`src/rtl/mem_calculation_unit_if.sv`:
```
// rtl/mem_calculation_unit_if.sv - MEM-stage address decode bus (optional MEM_CALC_UNMAPPED_FLAG_EN adds o_unmapped_m)
interface mem_calculation_unit_if;
    logic [31:0] i_addr_m;
    logic [31:0] o_effective_addr_m;
    logic        o_tv_en;
    logic        o_rv_en;
    logic        o_txt_en;
    logic        o_glb_en;
    logic        o_stk_en;
    logic        o_io_en;
`ifdef MEM_CALC_UNMAPPED_FLAG_EN
    logic        o_unmapped_m;
`endif

    modport master (
        output i_addr_m,
        input  o_effective_addr_m, o_tv_en, o_rv_en, o_txt_en, o_glb_en, o_stk_en, o_io_en
`ifdef MEM_CALC_UNMAPPED_FLAG_EN
        , o_unmapped_m
`endif
    );

    modport slave (
        input  i_addr_m,
        output o_effective_addr_m, o_tv_en, o_rv_en, o_txt_en, o_glb_en, o_stk_en, o_io_en
`ifdef MEM_CALC_UNMAPPED_FLAG_EN
        , o_unmapped_m
`endif
    );
endinterface

```
`src/rtl/mem_calculation_unit.sv`:
```
// rtl/mem_calculation_unit.sv - data memory region decoder with registered one-hot enables and offset
// Optional MEM_CALC_UNMAPPED_FLAG_EN adds a registered unmapped-address flag.
module mem_calculation_unit #(
    parameter logic [31:0] REGION_SIZE = 32'h0004_0000,
    parameter logic [31:0] IO_SIZE     = 32'h0008_0000
) (
    input  logic                          i_clk,
    input  logic                          i_rst_n,
    mem_calculation_unit_if.slave         bus
);
    // Bases follow the fixed map; slot 3 (between txt and glb) is left as a hole.
    localparam logic [31:0] TV_BASE  = 32'h0;
    localparam logic [31:0] RV_BASE  = REGION_SIZE;
    localparam logic [31:0] TXT_BASE = REGION_SIZE * 32'd2;
    localparam logic [31:0] GLB_BASE = REGION_SIZE * 32'd4;
    localparam logic [31:0] STK_BASE = REGION_SIZE * 32'd5;
    localparam logic [31:0] IO_BASE  = REGION_SIZE * 32'd6;

    // en bit order: {tv, rv, txt, glb, stk, io}
    logic [5:0]  en_d, en_q;
    logic [31:0] eff_d, eff_q;
    logic [31:0] off_tv, off_rv, off_txt, off_glb, off_stk, off_io;

    // Unsigned wrap makes addresses below a base look huge, so one compare per region suffices.
    assign off_tv  = bus.i_addr_m - TV_BASE;
    assign off_rv  = bus.i_addr_m - RV_BASE;
    assign off_txt = bus.i_addr_m - TXT_BASE;
    assign off_glb = bus.i_addr_m - GLB_BASE;
    assign off_stk = bus.i_addr_m - STK_BASE;
    assign off_io  = bus.i_addr_m - IO_BASE;

    always_comb begin
        en_d  = 6'b000000;
        eff_d = 32'h0;
        if (off_tv < REGION_SIZE) begin
            en_d  = 6'b100000;
            eff_d = off_tv;
        end else if (off_rv < REGION_SIZE) begin
            en_d  = 6'b010000;
            eff_d = off_rv;
        end else if (off_txt < REGION_SIZE) begin
            en_d  = 6'b001000;
            eff_d = off_txt;
        end else if (off_glb < REGION_SIZE) begin
            en_d  = 6'b000100;
            eff_d = off_glb;
        end else if (off_stk < REGION_SIZE) begin
            en_d  = 6'b000010;
            eff_d = off_stk;
        end else if (off_io < IO_SIZE) begin
            en_d  = 6'b000001;
            eff_d = off_io;
        end
    end

    always_ff @(posedge i_clk or negedge i_rst_n) begin
        if (!i_rst_n) begin
            en_q  <= 6'b000000;
            eff_q <= 32'h0;
        end else begin
            en_q  <= en_d;
            eff_q <= eff_d;
        end
    end

    assign bus.o_tv_en            = en_q[5];
    assign bus.o_rv_en            = en_q[4];
    assign bus.o_txt_en           = en_q[3];
    assign bus.o_glb_en           = en_q[2];
    assign bus.o_stk_en           = en_q[1];
    assign bus.o_io_en            = en_q[0];
    assign bus.o_effective_addr_m = eff_q;

`ifdef MEM_CALC_UNMAPPED_FLAG_EN
    logic unmapped_q;

    always_ff @(posedge i_clk or negedge i_rst_n) begin
        if (!i_rst_n) begin
            unmapped_q <= 1'b0;
        end else begin
            unmapped_q <= ~|en_d;
        end
    end

    assign bus.o_unmapped_m = unmapped_q;
`endif
endmodule

```
`src/flat_wrapper.sv`:
```
// flat-port wrapper written by rule: the top's interface ports become plain ports
module mem_calculation_unit_flat 
#(
    parameter logic [31:0] REGION_SIZE = 32'h0004_0000,
    parameter logic [31:0] IO_SIZE     = 32'h0008_0000
)
  (i_clk, i_rst_n, bus_i_addr_m, bus_o_effective_addr_m, bus_o_tv_en, bus_o_rv_en, bus_o_txt_en, bus_o_glb_en, bus_o_stk_en, bus_o_io_en);
  mem_calculation_unit_if bus_i ();
  input  logic i_clk;
  input  logic i_rst_n;
  input wire logic [$bits(bus_i.i_addr_m)-1:0] bus_i_addr_m;
  output wire logic [$bits(bus_i.o_effective_addr_m)-1:0] bus_o_effective_addr_m;
  output wire logic [$bits(bus_i.o_tv_en)-1:0] bus_o_tv_en;
  output wire logic [$bits(bus_i.o_rv_en)-1:0] bus_o_rv_en;
  output wire logic [$bits(bus_i.o_txt_en)-1:0] bus_o_txt_en;
  output wire logic [$bits(bus_i.o_glb_en)-1:0] bus_o_glb_en;
  output wire logic [$bits(bus_i.o_stk_en)-1:0] bus_o_stk_en;
  output wire logic [$bits(bus_i.o_io_en)-1:0] bus_o_io_en;
  assign bus_i.i_addr_m = bus_i_addr_m;
  assign bus_o_effective_addr_m = bus_i.o_effective_addr_m;
  assign bus_o_tv_en = bus_i.o_tv_en;
  assign bus_o_rv_en = bus_i.o_rv_en;
  assign bus_o_txt_en = bus_i.o_txt_en;
  assign bus_o_glb_en = bus_i.o_glb_en;
  assign bus_o_stk_en = bus_i.o_stk_en;
  assign bus_o_io_en = bus_i.o_io_en;
  mem_calculation_unit #(.REGION_SIZE(REGION_SIZE), .IO_SIZE(IO_SIZE)) u_core (.i_clk(i_clk), .i_rst_n(i_rst_n), .bus(bus_i));
endmodule
```
`config.mk`:
```
export PLATFORM = sky130hd
export DESIGN_NAME = mem_calculation_unit_flat
export DESIGN_NICKNAME = d
export VERILOG_FILES = /design/src/rtl/mem_calculation_unit_if.sv /design/src/rtl/mem_calculation_unit.sv /design/src/flat_wrapper.sv
export SDC_FILE = /design/constraint.sdc
export NUM_CORES = 1
export LEC_CHECK = 0
export CAP_MARGIN = 20
export CORE_MARGIN = 1.5
export CORE_UTILIZATION = 46
export DETAILED_ROUTE_END_ITERATION = 7
export PLACE_DENSITY_LB_ADDON = 0.08
export SLEW_MARGIN = 0
export SYNTH_ARGS = -nofsm -noshare
export SYNTH_HDL_FRONTEND = slang
export SYNTH_SLANG_ARGS = --single-unit
```
`constraint.sdc`:
```
create_clock -name i_clk -period 0.8 [get_ports i_clk]
set_input_delay 0.24 -clock i_clk [delete_from_list [all_inputs] [get_ports i_clk]]
set_output_delay 0.24 -clock i_clk [all_outputs]
set_load 0.01 [all_outputs]
```
==> reports/metrics.yaml, run 1 <==
outcome: "complete, but fails checks"
violations: "DRC, setup timing"
worstHoldPathType: "primary input to flip-flop"
ys_seq_area_share_pct: 44.1
grt_pass1_wl_um: 11700
cp.required_ps: 990
relSlewSlack_pct: 62.8
yosysWarnings: 0
grt_pass1_vias: 2471
hpwlAfterDp_um: 4750
cap_viol_max_count: 0
hold_viol_final: 0
synthMuxAreaShare_pct: 0
maxSlewViolCount: 0
grt_max_degree: 39
drt_drc_violations_left: 8
m1WireLength_um: 3400
dr_wl_met3_um: 893
h-tree-depth: 2
drive_gt1_share_pct: 54.8
via_count: 2584
synth-edff-count: 0
synth_area_um2: 2150
power_frac_comb_pct: 22.2
fp.dieArea_um2: 5100
synth_adder_area_share_pct: 6.39
die_height_um: 71.4
p_int_mw: 3.74
synth_area_leaders: "dfrtp_1 44%, ha_1 6.4%, nor2b_1 5.8%"
yosysTopAreaCell: "dfrtp_1"
async_reset_ff_share_pct: 100
finalSetupViolCount: 66
synth_cell_types: 51
clkTransAtPathRegs_ps: 90
swShare_pct: 26.2
crit_fanout: 6
die_width_um: 71.4
final_antenna_net_count: 0
synth_top_family_by_area: "simple AND/OR/NAND/NOR gates"
dpl_worst_slack_ps: -2250
start_util_pct: 48.5
yosysMostFrequentCell: "dfrtp_1"
drt_first_iter_violations: 223
setup_ws_ps: -1750
holdWs_ps: 347
synth_compound_area_share_pct: 12.0
io_pins: 72
syn_to_final_growth_pct: 85.1
synthXorXnorAreaFrac_pct: 5.69
routedWlPerCell_um: 22.3
end_kind: "flip-flop"
fin_crit_ps: 2550
io_buffers: 71
overflow: 0
cts_sinks: 38
dr.pass1.iters: 7
cts_buffer_depth: 2
startpoint_type: "primary input"
cts_root_buf: "clkbuf_8"
synth_flop_cell: "dfrtp_1"
pwr-share-seq_pct: 38.5
cp.arrival_ps: 2740
post-route-util_pct: 89.8
nets: 418
leakage_nw: 1.86
routed_via_density: 6.07
finalCritPeriodShare_pct: 319
yosysTopAreaCellShare_pct: 44.1
synthCells: 215
grt_util_all_layers_pct: 29.6
cts_made_buffers: 5
wl_um: 9480
rsz0062_at_grt: "true"
wl_met2_um: 4420
cts_tree: "built"
core_area_um2: 4440
pwr-share-clk_pct: 39.3
antenna_found_initial: 0
peakVddDrop_v: 0.000843
tns_ps: -51210
n_fill_cell: 195
syn_avg_cell_area_um2: 10.0
p_switching_mw: 1.33
synthSimpleGateAreaFrac_pct: 26.9
synth_common_cells: "38 x dfrtp_1, 20 x nor2b_1, 12 x nand2_1"
powerDensity_nw_per_um2: 1270
rows: 24
yosys_register_bits: 38
worstSetupPathType: "primary input to flip-flop"
power_mw: 5.07
insertedDiodeCount: 0
dr.max_layer_used: "met4"
fmax_mhz: 392
worstMarginPinSlew_ps: 553
routabilityCongestion: 0.960
stage by stage:
step           instance area [um^2]  cells
6_report                       3990    426
5_1_grt                        3990    426
4_1_cts                        3680    418
3_5_place_dp                   3430    397
3_3_place_gp                   3430    397
2_1_floorplan                  2240    224
power groups by stage:
| stage | Sequential (mW) | Combinational [mW] | Clock [mW] |
|---|---|---|---|
| after global placement | 1.99 | 0.828 | 0 |
| after detailed placement | 1.99 | 0.836 | 0 |
| final | 1.95 | 1.13 | 1.99 |
| after global routing | 1.95 | 1.17 | 2.06 |
| after CTS | 1.95 | 0.900 | 1.99 |
| after floorplan | 2.01 | 0.314 | 0 |
worst paths after layout:
path / cells after the start / start / slack, ps / endpoint
worst max-delay path: 9 / bus_i_addr_m[26] / -1750 / u_core.bus.o_effective_addr_m[19]
worst min-delay path: 3 / bus_i_addr_m[20] / 350 / u_core.bus.o_effective_addr_m[20]
max in group asynchronous: 3 / i_rst_n / 180 / u_core.bus.o_effective_addr_m[8]
min in group asynchronous: 3 / i_rst_n / 430 / u_core.bus.o_effective_addr_m[18]
cells in the final DEF (no fill, tap or decap), drive strengths merged, types with 2 or more instances in the layout:
| cell | instances |
|---|---|
| nor2 | 11 |
| o2111ai | 3 |
| nand2 | 12 |
| clkbuf | 6 |
| a311o | 2 |
| buf | 131 |
| bufinv | 2 |
| a21boi | 2 |
| a21oi | 8 |
| nor4 | 12 |
| xor2 | 7 |
| inv | 5 |
| nor3b | 3 |
| clkinv | 2 |
| nor4bb | 2 |
| xnor2 | 7 |
| nand2b | 5 |
| nor3 | 9 |
| or3 | 2 |
| clkdlybuf4s15 | 3 |
| ha | 11 |
| clkdlybuf4s50 | 19 |
| o21ai | 6 |
| or4 | 3 |
| dfrtp | 38 |
| nand4b | 2 |
| conb | 10 |
| o211ai | 2 |
| nor2b | 20 |
| a211oi | 2 |
| nand4 | 7 |
critical path: stages:
cell and delay [ps]:
clkdlybuf4s15_1 240, buf_6 170, buf_4 160, nor4_1 430
nor4bb_2 450, o2111ai_2 260, nand4b_1 280, a211oi_2 110
a2111o_1 390
area by class of cell:
class                      instances  area (um^2)  share of cell area (%)
clock buffer                       5         68.8                    1.73
multi-input combinational        165         1540                    38.5
sequential                        38          951                    23.8
clock inverter                     3         68.8                    1.73
timing repair buffer             156         1260                    31.5
tap                               52         65.1                    1.63
inverter                           7         42.5                    1.07
timing repair:
item / CTS / global route
hold buffers: 1 / 0
pin swaps: 19 / 21
endpoints found under the hold margin: 38 / 0
gates resized for setup: 236 / 60
setup endpoints to repair: 66 / 66
buffers inserted: 15 / 11
sequential cells by signal, indices dropped and copies added (netlist names):
signal / flops
u_core.bus.o_effective_addr_m: 32
u_core.en_q: 6
layer usage:
layer / vias up / track usage [%]
met3: 83 / 6.89
met2: 242 / 50.4
met5: - / 0
met1: 1186 / 34.5
li1: 1073 / -
met4: 0 / 16.2
logic make-up after synthesis:
| kind of cell | Yosys count |
|---|---|
| and+or+nand+nor | 94 |
| DFF | 38 |
| AOI/OAI and AO/OA | 36 |
| buffers and inverters | 21 |
| xor gates and xnor gates | 14 |
| adders and majority gates | 11 |
| other | 1 |
(Power assumes the default switching activity.)
==> inputs of run 2 (changes only) <==
--- a/config.mk
+++ b/config.mk
@@ -6,8 +6,10 @@
 export NUM_CORES = 1
 export LEC_CHECK = 0
 export CAP_MARGIN = 20
+export CELL_PAD_IN_SITES_DETAIL_PLACEMENT = 0
+export CELL_PAD_IN_SITES_GLOBAL_PLACEMENT = 1
 export CORE_MARGIN = 1.5
-export CORE_UTILIZATION = 46
+export CORE_UTILIZATION = 34
 export DETAILED_ROUTE_END_ITERATION = 7
 export PLACE_DENSITY_LB_ADDON = 0.08
 export SLEW_MARGIN = 0
==> reports/metrics.yaml, run 2 (synthesis gave the netlist of run 1 again) <==
outcome: "complete, but fails checks"
violations: "setup timing"
crit_slowest_cell: "or4_4"
setup_ws_ps: -1580
cp.required_ps: 970
fin_crit_ps: 2380
fin_area_um2: 3880
dpl_worst_slack_ps: -2370
routed_via_density: 5.04
critPathMostFrequentCell: "or4_4"
end_kind: "flip-flop"
nets: 419
syn_to_final_growth_pct: 80.0
cts_made_buffers: 5
peakVddDrop_v: 0.00104
cp.arrival_ps: 2550
largest_reg_flops: 32
hpwlAfterDp_um: 4870
pwr-share-clk_pct: 39.8
wl_um: 6850
min-delay-start: "bus_i_addr_m[20]"
drive_gt1_share_pct: 49.6
final_antenna_net_count: 0
startpoint_type: "primary input"
crit_family: "simple AND/OR/NAND/NOR gates"
min_path_cells: 4
path_depth: 8
placed_area_um2: 3420
grt_pass1_wl_um: 10500
crit_fanout: 4
cap_viol_max_count: 0
grt_pass1_vias: 2125
rows: 28
routedWlPerCell_um: 15.2
cts_sinks: 38
fmax_mhz: 419
cts_root_buf: "clkbuf_8"
maxSlewViolCount: 0
routabilityCongestion: 0.895
finalSetupViolCount: 66
rsz0062_at_grt: "true"
die_width_um: 82.6
grt_util_all_layers_pct: 20.7
hold_viol_final: 0
drt_first_iter_violations: 54
layout_common_cells: "74 x buf_4, 38 x dfrtp_1, 34 x buf_2"
powerDensity_nw_per_um2: 1270
holdWs_ps: 402
swShare_pct: 22.7
power_frac_comb_pct: 20.6
min_to: "u_core.bus.o_effective_addr_m[20]"
finalCritPeriodShare_pct: 298
fp.dieArea_um2: 6820
overflow: 0
insertedDiodeCount: 0
cts_buffer_depth: 2
start_util_pct: 35.8
final_common_cell: "buf_4"
die_height_um: 82.6
cp.buffers_inverters: 2
worstHoldPathType: "primary input to flip-flop"
p_int_mw: 3.82
crit_path_max_incr_delay_ps: 590
antenna_found_initial: 0
p_switching_mw: 1.12
io_buffers: 71
pwr-share-seq_pct: 39.6
io_pins: 72
core_area_um2: 6030
cts_tree: "built"
via_count: 2269
drt_drc_violations_left: 0
leakage_nw: 1.82
dr.pass1.iters: 4
clkTransAtPathRegs_ps: 70
cp_cell_sequence: "buf_6 > or4_4 > or4_1 > a22o_1 > or4_4 > clkinv_4 > nor4_2 > a2111o_1"
grt_max_degree: 39
worstSetupPathType: "primary input to flip-flop"
h-tree-depth: 2
run 2: layer usage:
metal	GRT usage, %	up-vias	wire length (um)
li1	-	1072	-
met1	24.7	1057	2680
met2	35.8	114	3380
met3	3.19	26	516
met4	10.7	0	278
met5	0	-	0
run 2: repair_timing:
action                                 CTS  global route
hold buffers                             1             0
endpoints found under the hold margin   38             0
pin swaps                               17             8
buffers inserted                        23             3
gates cloned                             0             0
resized for setup                      238            25
setup endpoints to repair               66            66
run 2: power by group through the flow:
stage	clock, mW	combinational, mW	sequential (mW)
finish	1.96	1.02	1.95
global route	2.08	1.09	1.95
CTS	2.01	0.940	1.95
detailed placement	0	0.844	1.99
global placement	0	0.848	1.99
floorplan	0	0.314	2.01
run 2: area by class of cell:
type,instances,area [um^2]
repair buffers,157,1270
inverters,7,36.3
well taps,75,93.8
flip-flops and latches,38,951
clock buffers,6,82.6
clock inverters,2,60.1
fillers,505,2150
multi-input cells,165,1380
run 2: tightest hold or removal path, stage by stage:
cell,delay (ps)
buf_6,70
buf_4,140
buf_4,140
o21ai_2,60
run 2: how the worst max path moves through the flow:
stage	startpoint	end	slack [ps]
after global placement	bus_i_addr_m[21]	u_core.bus.o_effective_addr_m[19]	-2290
after detailed placement	bus_i_addr_m[21]	u_core.bus.o_effective_addr_m[14]	-2370
after CTS	bus_i_addr_m[22]	u_core.bus.o_effective_addr_m[19]	-1680
after floorplan	bus_i_addr_m[24]	u_core.bus.o_effective_addr_m[19]	-1770
after global routing	bus_i_addr_m[18]	u_core.bus.o_effective_addr_m[19]	-1610
final	bus_i_addr_m[22]	u_core.bus.o_effective_addr_m[19]	-1580
run 2: through the flow:
step | TNS (ps) | total power, mW | instances | utilization (%)
after floorplan | -44100 | 2.32 | 224 | -
final | -49110 | 4.93 | 450 | 64.4
after global routing | -51640 | 5.12 | 450 | 64.4
after detailed placement | -72470 | 2.83 | 416 | 56.7
after global placement | -71110 | 2.84 | 416 | 56.7
after CTS | -52140 | 4.90 | 447 | 61.8
